## config.mk

```make
export PLATFORM = sky130hd
export DESIGN_NAME = timestamp_capture
export DESIGN_NICKNAME = d
export VERILOG_FILES = /design/src/rtl/sig_acq_pkg.sv /design/src/rtl/ts_fifo.sv /design/src/rtl/timestamp_capture.sv
export SDC_FILE = /design/constraint.sdc
export NUM_CORES = 1
export LEC_CHECK = 0
export BUFFER_PORTS_ARGS = -buffer_cell sky130_fd_sc_hd__buf_2
export CAP_MARGIN = 15
export CORE_ASPECT_RATIO = 1.75
export CORE_MARGIN = 1.5
export CORE_UTILIZATION = 35
export DETAILED_ROUTE_END_ITERATION = 12
export GPL_ROUTABILITY_DRIVEN = 1
export HOLD_SLACK_MARGIN = 0.08
export PLACE_DENSITY_LB_ADDON = 0.1
export SLEW_MARGIN = 10
export SYNTH_ARGS = -nofsm -noshare
export SYNTH_HDL_FRONTEND = slang
export SYNTH_SLANG_ARGS = --single-unit
```

## constraint.sdc

```tcl
create_clock -name clk -period 6.1 [get_ports clk]
set_input_delay 0.305 -clock clk [delete_from_list [all_inputs] [get_ports clk]]
set_output_delay 0.305 -clock clk [all_outputs]
set_load 0.02 [all_outputs]
```

## src/rtl/sig_acq_pkg.sv

```systemverilog
// Shared constants and entry layout for the signal-acquisition timestamp path.
// Entries are {type, epoch, timer count}, 48 bits wide.
package sig_acq_pkg;

  localparam int unsigned TS_W         = 48;
  localparam int unsigned EPOCH_W      = 15;
  localparam int unsigned CNT_W        = 32;
  localparam logic        TYPE_TRIG    = 1'b0;
  localparam logic        TYPE_HB      = 1'b1;
  localparam int unsigned TS_TYPE_BIT  = 47;
  localparam int unsigned TS_EPOCH_LSB = 32;

  typedef struct packed {
    logic               kind;
    logic [EPOCH_W-1:0] epoch;
    logic [CNT_W-1:0]   count;
  } ts_entry_t;

  // Pack one entry using the documented field offsets
  function automatic ts_entry_t make_entry(input logic kind,
                                           input logic [EPOCH_W-1:0] epoch,
                                           input logic [CNT_W-1:0] count);
    logic [TS_W-1:0] v;
    v                              = '0;
    v[TS_TYPE_BIT]                 = kind;
    v[TS_EPOCH_LSB +: EPOCH_W]     = epoch;
    v[TS_EPOCH_LSB-1:0]            = count;
    return ts_entry_t'(v);
  endfunction

endpackage

```

## src/rtl/ts_fifo.sv

```systemverilog
// Single-clock synchronous FIFO with registered status and a registered read port.
// A write while full is refused here; the caller does the drop accounting.
module ts_fifo #(
  parameter int unsigned W     = 48,
  parameter int unsigned DEPTH = 16,
  parameter int unsigned AW    = 4
) (
  input  logic          clk,
  input  logic          rst,
  input  logic          clr,
  input  logic          wr_en,
  input  logic [W-1:0]  wr_data,
  input  logic          rd_en,
  output logic [W-1:0]  rd_data,
  output logic          rd_valid,
  output logic          empty,
  output logic          full,
  output logic [AW:0]   level
);

  localparam int unsigned LW = AW + 1;

  logic [W-1:0]  mem [DEPTH];
  logic [AW-1:0] wr_ptr;
  logic [AW-1:0] rd_ptr;
  logic          wr_ok_c;
  logic          rd_ok_c;
  logic [AW:0]   level_next_c;

  // Both decisions use the registered flags, so a same-cycle read never frees room for a write
  always_comb begin
    wr_ok_c      = wr_en & ~full & ~clr;
    rd_ok_c      = rd_en & ~empty & ~clr;
    level_next_c = level + LW'(wr_ok_c) - LW'(rd_ok_c);
  end

  always_ff @(posedge clk) begin
    if (wr_ok_c) mem[wr_ptr] <= wr_data;
  end

  always_ff @(posedge clk or negedge rst) begin
    if (!rst) begin
      wr_ptr   <= '0;
      rd_ptr   <= '0;
      level    <= '0;
      empty    <= 1'b1;
      full     <= 1'b0;
      rd_valid <= 1'b0;
      rd_data  <= '0;
    end else if (clr) begin
      wr_ptr   <= '0;
      rd_ptr   <= '0;
      level    <= '0;
      empty    <= 1'b1;
      full     <= 1'b0;
      rd_valid <= 1'b0;
    end else begin
      if (wr_ok_c) wr_ptr <= wr_ptr + AW'(1);
      if (rd_ok_c) begin
        rd_ptr  <= rd_ptr + AW'(1);
        rd_data <= mem[rd_ptr];
      end
      rd_valid <= rd_ok_c;
      level    <= level_next_c;
      empty    <= (level_next_c == LW'(0));
      full     <= (level_next_c == LW'(DEPTH));
    end
  end

endmodule

```

## src/rtl/timestamp_capture.sv

```systemverilog
// Turns synchronized trigger edges and idle heartbeats into 48-bit timestamps
// {type, epoch, count} and queues them for host readout.
module timestamp_capture #(
  parameter int unsigned DEPTH    = 16,
  parameter int unsigned AW       = 4,
  parameter int unsigned HB_TICKS = 100,
  parameter int unsigned EPOCH_W  = 15
) (
  input  logic                        clk,
  input  logic                        rst,
  input  logic                        clr,
  input  logic                        ena,
  input  logic                        trig,
  input  logic [31:0]                 count,
  input  logic                        pulse_full,
  input  logic                        pulse_10ms,
  input  logic                        rd_en,
  output logic [sig_acq_pkg::TS_W-1:0] rd_data,
  output logic                        rd_valid,
  output logic                        empty,
  output logic                        full,
  output logic [AW:0]                 level,
  output logic                        overflow,
  output logic [7:0]                  drop_cnt
);

  import sig_acq_pkg::*;

  localparam int unsigned IDLE_W = (HB_TICKS > 1) ? $clog2(HB_TICKS) : 1;
  localparam logic [IDLE_W-1:0] IDLE_LAST = IDLE_W'(HB_TICKS - 1);
  localparam logic HB_ON = (HB_TICKS != 0);

  logic               s1;
  logic               s2;
  logic               s3;
  logic [EPOCH_W-1:0] epoch;
  logic [IDLE_W-1:0]  idle;
  logic               rise_c;
  logic               tick_c;
  logic               hb_c;
  logic               wr_en_c;
  logic               drop_c;
  logic [EPOCH_W-1:0] epoch_now_c;
  ts_entry_t          wr_data_c;

  // Trigger synchronizer keeps running through clr and ena=0
  always_ff @(posedge clk or negedge rst) begin
    if (!rst) begin
      s1 <= 1'b0;
      s2 <= 1'b0;
      s3 <= 1'b0;
    end else begin
      s1 <= trig;
      s2 <= s1;
      s3 <= s2;
    end
  end

  // Count has already wrapped when pulse_full is high, so the stored epoch must include it
  always_comb begin
    epoch_now_c = epoch + EPOCH_W'(pulse_full);
    rise_c      = s2 & ~s3 & ena;
    tick_c      = pulse_10ms & ena & HB_ON;
    hb_c        = tick_c & (idle == IDLE_LAST);
    wr_en_c     = ~clr & (rise_c | hb_c);
    drop_c      = wr_en_c & full;
    wr_data_c   = make_entry(rise_c ? TYPE_TRIG : TYPE_HB, epoch_now_c, count);
  end

  always_ff @(posedge clk or negedge rst) begin
    if (!rst) begin
      epoch    <= '0;
      idle     <= '0;
      overflow <= 1'b0;
      drop_cnt <= '0;
    end else if (clr) begin
      epoch    <= '0;
      idle     <= '0;
      overflow <= 1'b0;
      drop_cnt <= '0;
    end else begin
      epoch <= epoch_now_c;
      if (rise_c || hb_c) idle <= '0;
      else if (tick_c)    idle <= idle + IDLE_W'(1);
      if (drop_c) begin
        overflow <= 1'b1;
        if (drop_cnt != 8'hFF) drop_cnt <= drop_cnt + 8'd1;
      end
    end
  end

  ts_fifo #(
    .W     (TS_W),
    .DEPTH (DEPTH),
    .AW    (AW)
  ) u_fifo (
    .clk      (clk),
    .rst      (rst),
    .clr      (clr),
    .wr_en    (wr_en_c),
    .wr_data  (wr_data_c),
    .rd_en    (rd_en),
    .rd_data  (rd_data),
    .rd_valid (rd_valid),
    .empty    (empty),
    .full     (full),
    .level    (level)
  );

endmodule

```

==> impl_metrics.csv <==
group,metric,value,unit
outcome,status,"completed",
critical_path,start_kind,"flip-flop",
clock_network,clkSinkCount,866,
floorplanning,initial_utilization,0.353,
grt,grt_pass1_vias,18025,
detailed_routing,vias_per_cell,5.27,
sta,fin_crit,3.41,ns
critical_path,r2r_slack,2.69,ns
finish,area_delta_synth_final,15.5,%
place,port_buffers,104,
critical_path,end_kind,"flip-flop",
power_and_ir_drop,max-vdd-ir-drop,0.279,mV
floorplanning,die_w,236,µm
synthesis,synth_enable_flop_cells,768,
clock_network,cts_resized,0,
power_and_ir_drop,total_power,0.0137,W
critical_path,cp.required,6.38,ns
place,post-place-ws,2.53,ns
finish,fin_nets,1917,
synthesis,synth.top_cell.area_share,0.694,
synthesis,syn_nets,1735,
detailed_routing,ant_nets,0,
synthesis,avgSynthCellArea,19.8,µm²
clock_network,worstSkewPairLatency,0.67,ns
floorplanning,core_area,94100,µm²
finish,antenna_cells,0,
grt,antenna_found_initial,0,
synthesis,yosysTopAreaCell,"edfxtp_1",
synthesis,netlist_area,33200,µm²
finish,post-route-util,0.408,
clock_network,clock_tree.buffer_depth,3,
synthesis,async_reset_ff_frac,0.113,
place,place.gp.congestion,0.709,
sta,setup_viol,0,
sta,hold_slack,0.128,ns
detailed_routing,vias,16533,
sta,worstMarginPinSlew,1.10,ns
detailed_routing,drtIter0Drc,1180,
clock_network,cts_root_buf,"clkbuf_16",
finish,mostFrequentLayoutCell,"edfxtp_1",
finish,n_fill_cell,8336,
min_path,hold_class,"input pin to flip-flop",
finish,final_cell_mix,"768 x edfxtp_1, 138 x mux4_2, 110 x mux2i_1",
grt,track_usage,0.178,
floorplanning,rows,149,
sta,fmax,293,MHz
sta,rsz0062_at_grt,"false",
clock_network,ctsHtreeMaxLevel,3,
power_and_ir_drop,p_per_area,356,nW/µm²
detailed_routing,drc,0,
grt,grt_max_degree,103,
synthesis,yosysWarnings,0,
sta,slew_headroom,0.266,
clock_network,post_cts_buffers,0,
critical_path,critPathArrivalTime,3.69,ns
power_and_ir_drop,p_leak,12.1,nW
clock_network,cts_tree,"built",
place,dpl.hpwl,44600,µm
sta,tns,0,ns
clock_network,cts_buffers,82,
sta,maxSlewViolCount,0,
flow_run,cap_viol_max_count,0,
clock_network,hold_buffers,38,
sta,finClkSkew,0.0262,ns
floorplanning,die_area,96900,µm²
synthesis,netlist_instances,1680,
grt,grt_pass1_wl,124000,µm
sta,finalWorstSetupSlack,2.69,ns
synthesis,synthTopCellsByArea,"edfxtp_1 69%, mux4_2 9.4%, dfrtp_1 7.3%",
critical_path,critPathKind,"flip-flop to flip-flop",
synthesis,ys_seq_area_frac,0.768,
floorplanning,fp.dieH,411,µm
synthesis,synthDistinctLibCells,49,
synthesis,ys.flop_type,"edfxtp_1",
synthesis,ys_ff_latch,866,
floorplanning,io_pins,105,
clock_network,path_clk_slew,0.06,ns
sta,finalCritPeriodShare,0.560,
sta,hold_viol,0,
detailed_routing,dr.pass1.iters,5,
critical_path,crit_fanout,31,
grt,overflow,0,
detailed_routing,wirelength,84600,µm
detailed_routing,wl_per_cell,27.0,µm
finish,drive_above_1_share,0.236,
critical path: stages, from the launching register on:
cell and delay (ns):
dfrtp_1 0.39, ha_1 0.16, and3_1 0.28, a41o_1 0.40, nand3_1 0.35, nor2_4 0.74, buf_4 0.66
power breakdown:
part / total [W] / internal [W] / switching [W] / leakage, nW
Sequential: 0.00687 / 0.00664 / 0.000238 / 8.02
Combinational: 0.00169 / 0.000709 / 0.000976 / 2.78
Clock: 0.00511 / 0.00287 / 0.00223 / 1.29
Total: 0.0137 / 0.0102 / 0.00345 / 12.1
cells in the mapped netlist (4+ instances only):
| library cell | instances |
|---|---|
| xor2_1 | 14 |
| buf_2 | 32 |
| o31ai_1 | 5 |
| buf_4 | 13 |
| nor4_1 | 7 |
| a22oi_2 | 10 |
| a21oi_1 | 12 |
| nand2_1 | 68 |
| and3_1 | 6 |
| buf_6 | 6 |
| ha_1 | 14 |
| nor2b_1 | 11 |
| nand4_1 | 6 |
| xnor2_1 | 12 |
| a22oi_1 | 88 |
| inv_1 | 17 |
| dfrtp_1 | 97 |
| mux4_2 | 138 |
| edfxtp_1 | 768 |
| nor2_1 | 25 |
| nand3_1 | 68 |
| and2_1 | 14 |
| nor3_1 | 17 |
| or4_1 | 4 |
| clkbuf_1 | 40 |
| o211ai_1 | 48 |
| mux2i_1 | 110 |
per-layer routing:
metal  vias up  share of wire  GRT usage
met3        99          0.037     0.0292
met2       299           0.52      0.315
li1       7191              -          -
met1      8944           0.42      0.225
met5         -              0          0
met4         0          0.020     0.0497
registers in the layout (all words and copies together) (netlist names):
| register | count |
|---|---|
| s3 | 1 |
| s2 | 1 |
| overflow | 1 |
| u_fifo.rd_ptr | 4 |
| u_fifo.level | 5 |
| s1 | 1 |
| u_fifo.rd_data | 48 |
| u_fifo.mem | 768 |
| u_fifo.rd_valid | 1 |
| idle | 7 |
| u_fifo.full | 1 |
| u_fifo.empty | 1 |
| u_fifo.wr_ptr | 4 |
| drop_cnt | 8 |
| epoch | 15 |
stage by stage:
| step | area (µm²) | cells |
|---|---|---|
| detailed placement | 35300 | 2947 |
| global placement | 35300 | 2946 |
| global route | 38400 | 3137 |
| floorplan | 33300 | 1680 |
| finish | 38400 | 3137 |
| CTS | 38300 | 3136 |
logic make-up (layout without fill, tap and decap cells):
| logic type | Yosys count | after routing | synth area share |
|---|---|---|---|
| buffers and inverters | 111 | 360 | 0.0166 |
| AO/OA/AOI/OAI | 175 | 175 | 0.0403 |
| adder cells (fa/ha/maj) | 15 | 15 | 0.00587 |
| AND/OR/NAND/NOR | 237 | 237 | 0.0353 |
| multiplexers | 250 | 250 | 0.127 |
| flip-flops | 866 | 866 | 0.768 |
| XOR/XNOR | 26 | 26 | 0.00685 |
path summary, 6_finish.rpt:
path,from,to,cells past startpoint
max,idle[0],u_fifo.mem[15][14],6
min,clr,overflow,2
max reg2reg,idle[0],u_fifo.mem[15][14],6
min reg2reg,s1,s2,0
max in group asynchronous,rst,u_fifo.rd_ptr[1],3
min in group asynchronous,rst,s3,2
layout make-up:
cell class | count | area, µm² | area share
Clock inverter | 36 | 378 | 0.00984
Sequential cell | 866 | 25500 | 0.665
Clock buffer | 115 | 2280 | 0.0593
Timing Repair Buffer | 191 | 1290 | 0.0335
Inverter | 18 | 67.6 | 0.00176
Tap cell | 1208 | 1510 | 0.0394
Multi-Input combinational cell | 703 | 7340 | 0.191
(Power assumes the default switching activity.)
